**config.mk**
```make
export PLATFORM = sky130hd
export DESIGN_NAME = pc_fetch_ctrl
export DESIGN_NICKNAME = d
export VERILOG_FILES = /design/src/rtl/pc_fetch_ctrl.sv
export SDC_FILE = /design/constraint.sdc
export NUM_CORES = 1
export LEC_CHECK = 0
export CORE_AREA = 3 3 128 161
export DETAILED_ROUTE_END_ITERATION = 7
export DIE_AREA = 0 0 131 164
export PLACE_DENSITY = 0.82
export SETUP_SLACK_MARGIN = 0.1
export SYNTH_ARGS = -nofsm -noshare
export SYNTH_HDL_FRONTEND = slang
export SYNTH_SLANG_ARGS = --single-unit
```
**constraint.sdc**
```tcl
create_clock -name clk -period 6.5 [get_ports clk]
set_input_delay 1.95 -clock clk [delete_from_list [all_inputs] [get_ports clk]]
set_output_delay 1.95 -clock clk [all_outputs]
set_load 0.02 [all_outputs]
```
**src/rtl/pc_fetch_ctrl.sv**
```systemverilog
// Fetch-stage sequencer: arbitrates the next PC, runs the instruction-memory
// valid/ack handshake and fills the IF/ID register, absorbing decode stalls.
module pc_fetch_ctrl #(
  parameter logic [31:0] EXC_VECTOR = 32'h0000_0180,
  parameter int unsigned WAIT_LIMIT = 16
) (
  input  logic        clk,
  input  logic        reset,
  input  logic [31:0] pc_cur,
  output logic [31:0] pc_next,
  output logic        pc_hold,
  output logic        imem_req,
  output logic [31:0] imem_addr,
  input  logic        imem_ack,
  input  logic [31:0] imem_rdata,
  input  logic        id_stall,
  input  logic        redirect_valid,
  input  logic [31:0] redirect_target,
  input  logic        exc_valid,
  output logic        if_valid,
  output logic [31:0] if_instr,
  output logic [31:0] if_pc,
  output logic        fetch_fault
);

  typedef enum logic [1:0] {
    S_BOOT,
    S_ISSUE,
    S_WAIT,
    S_HOLD
  } state_t;

  localparam logic [7:0] WAIT_LAST = 8'(WAIT_LIMIT - 1);

  state_t      state;
  logic        kill;
  logic [7:0]  wait_cnt;
  logic [31:0] buf_instr;
  logic [31:0] buf_pc;

  logic        active;
  logic        misaligned;
  logic        timeout;
  logic        exc_flush;
  logic        redir;
  logic        flush;
  logic        accept;
  logic [31:0] pc_seq;

  // BOOT ignores every request; the PC is frozen until the first ISSUE.
  assign active     = (state != S_BOOT);
  assign misaligned = redirect_valid && (redirect_target[1:0] != 2'b00);
  assign timeout    = imem_req && !imem_ack && (wait_cnt == WAIT_LAST);
  assign exc_flush  = active && (exc_valid || misaligned || timeout);
  assign redir      = active && redirect_valid && !misaligned;
  assign flush      = exc_flush || redir;
  assign accept     = imem_req && imem_ack && !kill && !flush;
  assign pc_seq     = pc_cur + 32'd4;

  // NOTE: pc_next gets its default first so no path through the block
  // leaves it unassigned, which would otherwise infer a latch.
  always_comb begin
    pc_next = pc_seq;
    if (exc_flush) begin
      pc_next = EXC_VECTOR;
    end else if (redir) begin
      pc_next = redirect_target;
    end
  end

  assign pc_hold = !(flush || accept);

  // NOTE: all state below uses non-blocking assignments so every register
  // samples the pre-edge values regardless of statement order.
  always_ff @(posedge clk or posedge reset) begin
    if (reset) begin
      state       <= S_BOOT;
      imem_req    <= 1'b0;
      imem_addr   <= '0;
      if_valid    <= 1'b0;
      if_instr    <= '0;
      if_pc       <= '0;
      fetch_fault <= 1'b0;
      kill        <= 1'b0;
      wait_cnt    <= '0;
      buf_instr   <= '0;
      buf_pc      <= '0;
    end else begin
      fetch_fault <= active && (misaligned || timeout);

      // IF/ID register: flush clears, new data loads, otherwise bubble or hold.
      if (flush) begin
        if_valid <= 1'b0;
      end else if (accept && !id_stall) begin
        if_valid <= 1'b1;
        if_instr <= imem_rdata;
        if_pc    <= imem_addr;
      end else if ((state == S_HOLD) && !id_stall) begin
        if_valid <= 1'b1;
        if_instr <= buf_instr;
        if_pc    <= buf_pc;
      end else if (!id_stall) begin
        if_valid <= 1'b0;
      end

      case (state)
        S_BOOT: begin
          state <= S_ISSUE;
        end

        S_ISSUE: begin
          if (!flush) begin
            imem_addr <= pc_cur;
            imem_req  <= 1'b1;
            kill      <= 1'b0;
            wait_cnt  <= '0;
            state     <= S_WAIT;
          end
        end

        S_WAIT: begin
          if (imem_ack) begin
            imem_req <= 1'b0;
            kill     <= 1'b0;
            if (accept && id_stall) begin
              buf_instr <= imem_rdata;
              buf_pc    <= imem_addr;
              state     <= S_HOLD;
            end else begin
              state <= S_ISSUE;
            end
          end else if (timeout) begin
            imem_req <= 1'b0;
            state    <= S_ISSUE;
          end else begin
            wait_cnt <= wait_cnt + 8'd1;
            // The outstanding request must still complete; mark it for discard.
            if (flush) begin
              kill <= 1'b1;
            end
          end
        end

        S_HOLD: begin
          if (flush || !id_stall) begin
            state <= S_ISSUE;
          end
        end

        default: begin
          state <= S_BOOT;
        end
      endcase
    end
  end

endmodule

```
# After elaboration in Yosys (flattened, before gate mapping)
# Index checks and enable logic that the tools add are counted.
op_classes:
  add_sub_neg: 2
  eq_ne: 12
  mux: 29
  bitwise_logic: 1
  n_reduce_logical: 37
op_table:
  columns: ["op", "count"]
  rows:
  - ["two-way mux 32 bit", 6]
  - ["adder 32 x 3 -> 32 bit (second input constant)", 1]
  - ["two-way mux 8 bit", 3]
  - ["case mux 8 bit (2 select lines)", 1]
  - ["logical AND 1 bit", 13]
  - ["two-way mux 1 bit", 11]
  - ["two-way mux 2 bit", 5]
  - ["!= test 3 bit (second input constant)", 3]
  - ["AND reduction 3 bit", 3]
  - ["adder 8 x 1 -> 8 bit (second input constant)", 1]
  - ["== test 8 x 4 -> 1 bit (second input constant)", 1]
  - ["case mux 2 bit (4 select lines)", 1]
  - ["AND reduction 4 bit", 2]
  - ["nonzero test 2 bit", 4]
  - ["zero test 1 bit", 6]
  - ["logical OR 1 bit", 6]
  - ["!= test 2 bit (second input constant)", 3]
  - ["== test 2 bit (second input constant)", 2]
  - ["!= test 4 x 1 -> 1 bit (second input constant)", 1]
  - ["case mux 1 bit (2 select lines)", 2]
  - ["AND reduction 2 bit", 2]
  - ["== test 2 x 1 -> 1 bit (second input constant)", 1]
  - ["zero test 2 bit", 1]
  - ["!= test 2 x 1 -> 1 bit (second input constant)", 1]
  - ["NOT 1 bit", 1]
word_totals:
  reg_bits: 174
  output_inout_bits: 132
  word_cells: 92

# Depth between registers and ports, before layout
# Gate-level depths: netlist of the first run.
logic_depth:
  depth_word: 12
  depth_mapped: 10

# Worst setup path after synthesis of the first run
# Ideal clock, no wire load.
synth_timing:
  path_kind: "input -> output"
  startpoint: "in redirect_target[0]"
  endpoint: "out pc_next[10]"
  t_arrival_ps: 3699
  required_time_ps: 4550
  path_slack_ps: 851
  cell_stages: 5
  path_cell_list: "or4b_2 -> clkbuf_1 -> clkbuf_1 -> clkbuf_1 -> a211oi_1"
synth_between:
  elab_chain_cells: 6
synth_rtl:
  columns: ["element", "line_no", "text"]
  rows:
  - ["start: declaration", "18", "input logic [31:0] redirect_target,"]
  - ["nonzero test 2 bit *", "52", "assign misaligned = redirect_valid && (redirect_target[1:0] != 2'b00);"]
  - ["logical AND 1 bit *", "52", null]
  - ["zero test 1 bit or logical OR 1 bit (tied branches)", "55, 54", null]
  - ["logical AND 1 bit or logical OR 1 bit (tied branches)", "55, 54", null]
  - ["two-way mux 32 bit or logical AND 1 bit (tied branches)", "66, 54", null]
  - ["two-way mux 32 bit *", "64", "if (exc_flush) begin"]
  - ["end: declaration", "10", "output logic [31:0] pc_next,"]
# Every way passes the cells marked *; elsewhere a longest branch is shown, timed or not.

# Final worst setup path of the first run
layout_timing:
  startpoint: "in redirect_valid"
  endpoint: "out pc_next[8]"
layout_between:
  elab_chain_cells: 5
layout_rtl:
  columns: ["element", "line_no", "text"]
  rows:
  - ["start: declaration", "17", "input logic redirect_valid,"]
  - ["logical AND 1 bit", "52", null]
  - ["zero test 1 bit or logical OR 1 bit (tied branches)", "55, 54", null]
  - ["logical AND 1 bit or logical OR 1 bit (tied branches)", "55, 54", null]
  - ["two-way mux 32 bit or logical AND 1 bit (tied branches)", "66, 54", null]
  - ["two-way mux 32 bit *", "64", null]
# Marks and branches as above.

==> impl_metrics.json, run 1 <==
{
  "drc_errors": 0,
  "clock_sink_count": 174,
  "number_of_top_level_pins": 234,
  "syn_to_final_growth_pct": 41.2,
  "power.static_leakage_nw": 5.03,
  "floorplan.initialDensity_pct": 42.2,
  "final_max_slew_viol_count": 0,
  "path_cells": "clkdlybuf4s50_1 > or4b_2 > buf_12 > nor2_1 > a21oi_1 > or2_2 > clkdlybuf4s50_1",
  "ff_to_ff_path_depth": 9,
  "post_synth_instance_area_mm2": 0.00816,
  "routabilityCongestion": 0.868,
  "detailroute.via_count": 6788,
  "hold_path.startpoint": "if_instr[16]",
  "groute.layer.met2.usage_pct": 36.5,
  "power_internal_mw": 3.08,
  "share_of_the_synthesized_area_in_the_top_cell_type_pct": 53.3,
  "post_synth_inst_count": 751,
  "cts-root-buf": "clkbuf_16",
  "clock_tree.htree_level_count": 4,
  "run_status": "complete, no violations",
  "grt_max_degree": 102,
  "stdcell_count": 1268,
  "unrepaired_setup_endpoints_after_global_routing": "false",
  "fp.coreArea_mm2": 0.0193,
  "timing.critical_path.slowest_cell_delay_ps": 640,
  "critical_path.max_fanout": 58,
  "wl_um": 22700,
  "clock.fmax_ghz": 0.159,
  "classification_of_the_worst_slack_hold_path": "flip-flop to flip-flop",
  "fin_nets": 1098,
  "layout-drive-gt1-share_pct": 11.8,
  "dp.cells": 1235,
  "finClkSkew_ps": 10.6,
  "final_core_util_pct": 59.6,
  "hold_path_sink": "if_instr[16]",
  "cp-end-kind": "primary output",
  "drt_first_pass_iters": 5,
  "sw_frac_of_total_pct": 38.7,
  "crit_top_cell": "clkdlybuf4s50_1",
  "fin_tns_setup_ps": 0,
  "total_congestion_overflow_after_global_routing": 0,
  "design.die.area_mm2": 0.0215,
  "synth_nets": 860,
  "placement.setup.worst_slack_ps": -1.86,
  "grt_most_used_layer": "met2",
  "cts.reportedPaths.clkPinSlew_ps": 80,
  "hold_buffers": 0,
  "regToRegEndpoint": "buf_instr[30]",
  "die_width_um": 131,
  "critical_path.startpoint": "redirect_valid",
  "synth-warning-count": 0,
  "power-per-cell-area_mw_per_mm2": 436,
  "critPathRequiredTime_ps": 4550,
  "worstHoldPathCells": 2,
  "synth-seq-area-share_pct": 53.3,
  "grt_util_all_layers_pct": 21.6,
  "drv_cap": 0,
  "p_clk_share_pct": 20.2,
  "vias_in_the_first_global_route": 6954,
  "grt_util_met3_pct": 4.78,
  "port_buffers": 233,
  "synth_edf_count": 0,
  "final_hold_viol_count": 0,
  "slowest_stage": "or4b_2",
  "r2r-start": "state[0]",
  "antenna_found_initial": 1,
  "cts_post_setup_buffers_inserted": 0,
  "sequentialPowerShare_pct": 36.5,
  "worst_ep_arrival_time_ps": 4330,
  "dominant_cells_by_area_after_synthesis": "dfrtp_1, mux2_1, o22ai_1",
  "post_synth_num_cell_types": 55,
  "tightestPinTransition_ps": 920,
  "p_switching_mw": 1.94,
  "synth.avg_cell_area_um2": 10.9,
  "detail_route.wl_per_cell_um": 17.9,
  "timing_worst_setup_path_type": "input port to primary output",
  "cp-start-kind": "input port",
  "ant_nets": 0,
  "period_minus_slack_ps": 6280,
  "die_h_um": 164,
  "reg2reg_setup_slack_ps": 3330,
  "post-route-period-util_pct": 96.6,
  "cts_tree": "built",
  "clk_path_buf_depth": 2,
  "ys_ff_latch": 174,
  "floorplan.rows": 57,
  "synth_top_flop_cell": "dfrtp_1",
  "power.combinational.fraction_pct": 43.3,
  "setup_ws_final_ps": 223,
  "slew_headroom_pct": 38.4,
  "global_route_wire_length_before_repair_um": 36500,
  "asyncSetResetFlopFracSynth_pct": 100,
  "post-dp-hpwl_um": 15700,
  "finalPower_mw": 5.02,
  "synth_top_cell_by_area": "dfrtp_1",
  "insertion_delay_ps": 430,
  "setup_violations": 0,
  "ir_drop_v": 0.000233,
  "global_route.usage.met1_pct": 27.5,
  "viasPerCell": 5.35,
  "detailed_route_iter0_violations": 360,
  "total_clock_buffers_created_by_cts": 17
}
[state kept, by name, summed over array words and instances (netlist names)]
register,count
buf_instr,32
buf_pc,32
if_instr,32
if_pc,32
imem_addr,32
wait_cnt,8
state,2
fetch_fault,1
if_valid,1
imem_req,1
kill,1
[through the flow]
step / area [µm²] / hold slack, ps
5_1_grt: 11500 / 498
6_report: 11500 / 480
3_5_place_dp: 10900 / 469
3_3_place_gp: 10900 / 460
2_1_floorplan: 8170 / 460
4_1_cts: 11500 / 486
[critical path, delay by kind of cell]
kind	cells	cell delay, ps
AND/OR/NAND/NOR	3	1030
AO/OA/AOI/OAI	1	50
buffers and inverters	3	1270
[final cells by class]
class / instances / area, µm²
fillers: 1626 / 7800
flip-flops and latches: 174 / 4350
multi-input cells: 512 / 3540
repair buffers: 270 / 2650
clock buffers: 17 / 425
well taps: 265 / 332
clock inverters: 15 / 173
inverters: 14 / 56.3
diodes: 1 / 2.50
[how the worst max path moves through the flow]
stage / depth (start not counted) / to
after floorplan: 5 / pc_next[10]
after global placement: 8 / pc_next[29]
after detailed placement: 8 / pc_next[27]
after CTS: 8 / pc_next[19]
after global routing: 8 / pc_next[25]
final: 7 / pc_next[8]
[Yosys cell counts (all sizes together), types with 7 or more instances]
cell	n
a211oi	21
a21oi	7
buf	24
clkbuf	27
dfrtp	174
ha	7
inv	14
mux2	92
nand2	83
nand3	12
nand4	9
nor2	35
o21ai	88
o22ai	64
xnor2	16
[power by group through the flow]
stage	clock network, mW	logic, mW	registers, mW
floorplan	0	0.937	2.10
global placement	0	2.16	1.82
detailed placement	0	2.21	1.85
CTS	1.04	2.20	1.83
global route	1.09	2.37	1.89
finish	1.01	2.18	1.83
[routing by layer]
layer	wire length, µm	up-vias	part of all wire, %
li1	-	3218	-
met1	9650	3333	43
met2	11400	207	50
met3	1230	28	5.4
met4	404	2	1.8
met5	7	-	0.031
[cells in the final DEF (no fill, tap or decap), drive strengths merged, types with 7 or more instances in the layout]
master	n
o22ai	64
dfrtp	174
inv	20
nand2	83
a211oi	21
o21ai	88
nand4	9
clkdlybuf4s50	216
nor2	35
a21oi	7
xnor2	16
dlygate4sd2	11
nand3	12
buf	37
ha	7
clkbuf	17
mux2	92
clkinv	8
[kinds of logic (layout without fill, tap and decap cells)]
| group | Yosys count | in the layout | synth area share [%] |
|---|---|---|---|
| and+or+nand+nor | 181 | 181 | 10.8 |
| buffers and inverters | 65 | 316 | 3.77 |
| DFF | 174 | 174 | 53.3 |
| adders and majority gates | 7 | 7 | 1.07 |
| AOI/OAI and AO/OA | 208 | 208 | 15.8 |
| xor gates and xnor gates | 22 | 22 | 2.36 |
| muxes | 94 | 94 | 12.9 |
| other | 0 | 1 | 0 |
[timing repair]
action	CTS	global route
gates resized for setup	13	7
pin swaps	0	0
setup endpoints to repair	12	6
(Power assumes the default switching activity.)
==> run 2: changes to the inputs <==
--- a/config.mk
+++ b/config.mk
@@ -8,7 +8,7 @@
 export CORE_AREA = 3 3 128 161
 export DETAILED_ROUTE_END_ITERATION = 7
 export DIE_AREA = 0 0 131 164
-export PLACE_DENSITY = 0.82
+export PLACE_DENSITY = 0.77
 export SETUP_SLACK_MARGIN = 0.1
 export SYNTH_ARGS = -nofsm -noshare
 export SYNTH_HDL_FRONTEND = slang
==> constraint.sdc (replaced) <==
create_clock -name clk -period 6.5 [get_ports clk]
set_input_delay 1.3 -clock clk [delete_from_list [all_inputs] [get_ports clk]]
set_output_delay 1.3 -clock clk [all_outputs]
set_load 0.02 [all_outputs]
==> run 2 against run 1 <==
Clock skew shrank 2.7 ps; register-to-register slack worse by 140 ps; first-iteration DRC count fell by 18%; die area stayed put; largest cell class unchanged.
==> impl_metrics.json, run 2 (synthesized netlist as in run 1, its figures left out) <==
{
  "detailroute.via_count": 6668,
  "cp-end-kind": "primary output",
  "hold_path.startpoint": "if_instr[31]",
  "final_max_slew_viol_count": 0,
  "fin_nets": 1068,
  "setup_violations": 0,
  "worst_ep_arrival_time_ps": 4290,
  "vias_in_the_first_global_route": 6933,
  "fillCellCount": 1661,
  "r2r-start": "state[0]",
  "cts-root-buf": "clkbuf_16",
  "classification_of_the_worst_slack_hold_path": "flip-flop to flip-flop",
  "regToRegEndpoint": "buf_pc[2]",
  "worstHoldPathCells": 2,
  "cts_post_setup_buffers_inserted": 0,
  "ant_nets": 0,
  "drt_first_pass_iters": 4,
  "drv_cap": 0,
  "clock_sink_count": 174,
  "final_core_util_pct": 58.1,
  "timing_worst_setup_path_type": "input port to primary output",
  "syn_to_final_growth_pct": 37.5,
  "drc_errors": 0,
  "commonest_non_fill_non_tap_cell_in_the_layout": "clkdlybuf4s50_1",
  "layout-drive-gt1-share_pct": 8.95,
  "antenna_found_initial": 0,
  "cp-start-kind": "input port",
  "route.top_layer_used": "met4",
  "number_of_top_level_pins": 234,
  "run_status": "complete, no violations",
  "tightestPinTransition_ps": 1180,
  "critical_path.max_fanout": 11,
  "finalPower_mw": 5.00,
  "m1WireLength_um": 9580,
  "stdcell_count": 1237,
  "final_cell_mix": "clkdlybuf4s50_1, dfrtp_1, nand2_1, o22ai_1, o21ai_0",
  "wl_met3_um": 1380,
  "post-route-period-util_pct": 86.0,
  "cp_top_family": "simple AND/OR/NAND/NOR gates",
  "clk_path_buf_depth": 2,
  "die_width_um": 131,
  "clock_tree.htree_level_count": 4,
  "floorplan.initialDensity_pct": 42.2,
  "hold_buffers": 0,
  "path_cells": "clkdlybuf4s50_1 > and4_1 > nand4_1 > nor4_2 > nand4_1 > a311oi_1 > clkdlybuf4s50_1",
  "power-per-cell-area_mw_per_mm2": 446,
  "grt_util_all_layers_pct": 21.1,
  "unrepaired_setup_endpoints_after_global_routing": "false",
  "die_h_um": 164,
  "wl_um": 22500,
  "final_hold_viol_count": 0,
  "timing.critical_path.slowest_cell_delay_ps": 680,
  "antennaDiodeCount": 0,
  "critical_path_buf_inv_count": 2,
  "insertion_delay_ps": 420,
  "cts.reportedPaths.clkPinSlew_ps": 70,
  "hold_path_sink": "if_instr[31]",
  "fp.coreArea_mm2": 0.0193,
  "cts_resized": 0,
  "critPathRequiredTime_ps": 5200,
  "reg2reg_setup_slack_ps": 3190,
  "total_congestion_overflow_after_global_routing": 0,
  "detail_route.wl_per_cell_um": 18.2,
  "grt_max_degree": 71,
  "slew_headroom_pct": 21.1,
  "finalHoldWorstSlack_ps": 478,
  "viasPerCell": 5.39,
  "dp.cells": 1205,
  "design.die.area_mm2": 0.0215,
  "port_buffers": 233,
  "detailed_route_iter0_violations": 294,
  "route.met2.wl_um": 11000,
  "ir_drop_v": 0.000283,
  "total_clock_buffers_created_by_cts": 17,
  "floorplan.rows": 57,
  "post-dp-hpwl_um": 15400,
  "period_minus_slack_ps": 5590,
  "power.static_leakage_nw": 4.74,
  "ff_to_ff_path_depth": 7,
  "cts_tree": "built",
  "global_route_wire_length_before_repair_um": 35700,
  "fin_tns_setup_ps": 0,
  "slowest_stage": "clkdlybuf4s50_1",
  "clock.fmax_ghz": 0.179,
  "finClkSkew_ps": 7.91,
  "routabilityCongestion": 0.872
}
## run 2: cell count changes in the layout (fill, tap and decap cells not counted), moves of 3 or more
cell             delta
buf_4              -27
clkdlybuf4s50_1    +17
buf_12              -3
clkinvlp_4          +3
clkinv_8            -4
dlygate4sd2_1      -11
dlymetal6s2s_1      -5
## run 2: how the worst max path moves through the flow
stage / cells after the start / startpoint / to
6_report: 7 / pc_cur[4] / pc_next[29]
3_3_place_gp: 7 / pc_cur[4] / pc_next[27]
3_5_place_dp: 7 / pc_cur[4] / pc_next[27]
2_1_floorplan: 1 / reset / buf_instr[0]
5_1_grt: 7 / pc_cur[4] / pc_next[29]
4_1_cts: 7 / pc_cur[4] / pc_next[27]
## run 2: per-stage QoR
stage	setup WS [ps]	area [µm²]
2_1_floorplan	483	8160
3_3_place_gp	1050	10600
3_5_place_dp	933	10600
4_1_cts	923	11200
5_1_grt	617	11200
6_report	908	11200
## run 2: layer usage
| layer | up-vias | GRT usage (%) |
|---|---|---|
| li1 | 3157 | - |
| met1 | 3251 | 26.6 |
| met2 | 227 | 35.2 |
| met3 | 33 | 5.37 |
| met4 | 0 | 6.97 |
| met5 | - | 0 |
## run 2: worst reg2reg max path: stages (launching register included)
cell and delay [ps]:
dfrtp_1 430, inv_1 120, ha_1 250, o21ba_2 210, a41oi_2 380, and2_1 310, nand3_4 810, mux2_1 680
## run 2: report_power, final
part | switching, mW | internal (mW) | total, mW | leakage (nW)
clock network | 0.459 | 0.544 | 1.00 | 0.274
logic | 1.15 | 1.02 | 2.17 | 2.21
registers | 0.296 | 1.54 | 1.83 | 2.26
## run 2: layout make-up
type / count / area, µm² / area share [%]
clock buffer: 18 / 429 / 3.82
multi-input combinational: 512 / 3520 / 31.3
sequential: 174 / 4350 / 38.8
tap: 265 / 332 / 2.95
timing repair buffer: 240 / 2380 / 21.2
inverter: 14 / 57.6 / 0.513
clock inverter: 14 / 153 / 1.36
==> run 3: changes to the inputs <==
--- a/config.mk
+++ b/config.mk
@@ -8,8 +8,10 @@
 export CORE_AREA = 3 3 128 161
 export DETAILED_ROUTE_END_ITERATION = 7
 export DIE_AREA = 0 0 131 164
+export GPL_ROUTABILITY_DRIVEN = 0
 export PLACE_DENSITY = 0.77
 export SETUP_SLACK_MARGIN = 0.1
+export SLEW_MARGIN = 25
 export SYNTH_ARGS = -nofsm -noshare
 export SYNTH_HDL_FRONTEND = slang
 export SYNTH_SLANG_ARGS = --single-unit
==> run 3 against run 2 <==
Combinational power about the same; critical path type unchanged; worst setup slack improved by 37 ps; total power increased by 0.21%.
==> impl_metrics.json, run 3 (synthesized netlist as in run 1, its figures left out) <==
{
  "run_status": "complete, no violations",
  "timing.critical_path.slowest_cell_delay_ps": 680,
  "period_minus_slack_ps": 5560,
  "slowest_stage": "clkdlybuf4s50_1",
  "detailed_place.area_mm2": 0.0107,
  "post-route-period-util_pct": 85.5,
  "finalHoldWorstSlack_ps": 479,
  "grt_max_degree": 71,
  "floorplan.rows": 57,
  "fp.coreArea_mm2": 0.0193,
  "floorplan.initialDensity_pct": 42.2,
  "cts_post_setup_buffers_inserted": 0,
  "total_clock_buffers_created_by_cts": 17,
  "slew_headroom_pct": 38.5,
  "worstHoldPathCells": 2,
  "design.die.area_mm2": 0.0215,
  "ir_drop_v": 0.000255,
  "drv_cap": 0,
  "layout-drive-gt1-share_pct": 9.24,
  "critical_path.max_fanout": 11,
  "cp-end-kind": "primary output",
  "cts.reportedPaths.clkPinSlew_ps": 80,
  "critPathRequiredTime_ps": 5200,
  "tightestPinTransition_ps": 919,
  "port_buffers": 233,
  "antenna_found_initial": 2,
  "fin_tns_setup_ps": 0,
  "cp-start-kind": "input port",
  "die_h_um": 164,
  "hold_buffers": 0,
  "commonest_non_fill_non_tap_cell_in_the_layout": "clkdlybuf4s50_1",
  "detailroute.via_count": 6754,
  "cts-root-buf": "clkbuf_16",
  "cts_tree": "built",
  "insertion_delay_ps": 420,
  "viasPerCell": 5.45,
  "ant_nets": 0,
  "drc_errors": 0,
  "clock_sink_count": 174,
  "detail_route.wl_per_cell_um": 18.4,
  "cts_resized": 0,
  "post-route-cell-area_mm2": 0.0113,
  "final_hold_viol_count": 0,
  "finalPower_mw": 5.01,
  "finClkSkew_ps": 8.74,
  "power-per-cell-area_mw_per_mm2": 444,
  "post-dp-hpwl_um": 15600,
  "path_cells": "clkdlybuf4s50_1 > and4_1 > nand4_1 > nor4_2 > nand4_1 > a311oi_1 > clkdlybuf4s50_1",
  "number_of_top_level_pins": 234,
  "final_core_util_pct": 58.4,
  "clk_path_buf_depth": 2,
  "wl_um": 22800,
  "grt_util_all_layers_pct": 21.2,
  "global_route_wire_length_before_repair_um": 35900,
  "detailed_route_iter0_violations": 325,
  "reg2reg_setup_slack_ps": 3510,
  "vias_in_the_first_global_route": 6960,
  "syn_to_final_growth_pct": 38.3,
  "die_width_um": 131,
  "timing_worst_setup_path_type": "input port to primary output",
  "antennaDiodeCount": 0,
  "fin_nets": 1070,
  "final_max_slew_viol_count": 0,
  "drt_first_pass_iters": 5,
  "clock_tree.htree_level_count": 4,
  "fillCellCount": 1645,
  "unrepaired_setup_endpoints_after_global_routing": "false",
  "classification_of_the_worst_slack_hold_path": "flip-flop to flip-flop",
  "final_cell_mix": "clkdlybuf4s50_1, dfrtp_1, nand2_1, o22ai_1, o21ai_0",
  "power.static_leakage_nw": 4.77,
  "total_congestion_overflow_after_global_routing": 0,
  "setup_violations": 0,
  "clock.fmax_ghz": 0.180,
  "ff_to_ff_path_depth": 8,
  "worst_ep_arrival_time_ps": 4260
}
-- run 3: final cells by class --
cell class / instances / area [µm²] / area share, %
clock buffer: 18 / 439 / 3.89
clock inverter: 14 / 145 / 1.29
inverter: 14 / 57.6 / 0.510
multi-input combinational: 512 / 3520 / 31.2
sequential: 174 / 4350 / 38.6
tap: 265 / 332 / 2.94
timing repair buffer: 242 / 2440 / 21.6
-- run 3: worst paths after layout --
| path | to | start |
|---|---|---|
| worst max-delay path | pc_next[29] | pc_cur[5] |
| worst min-delay path | if_instr[4] | if_instr[4] |
| worst max register to register | buf_pc[7] | state[1] |
| worst min register to register | if_instr[4] | if_instr[4] |
| max in group asynchronous | buf_pc[29] | reset |
| min in group asynchronous | buf_instr[16] | reset |
-- run 3: per-stage QoR --
| step | std cells | setup WS (ps) |
|---|---|---|
| 6_report | 1239 | 945 |
| 5_1_grt | 1239 | 616 |
| 4_1_cts | 1238 | 931 |
| 3_5_place_dp | 1206 | 938 |
| 3_3_place_gp | 1205 | 1050 |
| 2_1_floorplan | 751 | 483 |
-- run 3: worst max-delay path, delay by kind of cell --
| family | cells | cell delay, ps |
|---|---|---|
| AND/OR/NAND/NOR | 4 | 1420 |
| buffers and inverters | 2 | 1250 |
| AO/OA/AOI/OAI | 1 | 270 |
-- run 3: per-layer routing --
| layer | global-route usage, % | vias up | wire [µm] |
|---|---|---|---|
| li1 | - | 3164 | - |
| met1 | 26.2 | 3332 | 9400 |
| met2 | 36.0 | 225 | 11500 |
| met3 | 5.86 | 29 | 1480 |
| met4 | 6.36 | 4 | 383 |
| met5 | 0 | - | 23 |
-- run 3: where the power goes --
| group | switching (mW) | internal (mW) | total, mW | leakage (nW) |
|---|---|---|---|---|
| clock network | 0.475 | 0.521 | 0.996 | 0.280 |
| logic | 1.16 | 1.03 | 2.18 | 2.23 |
| registers | 0.298 | 1.54 | 1.83 | 2.26 |
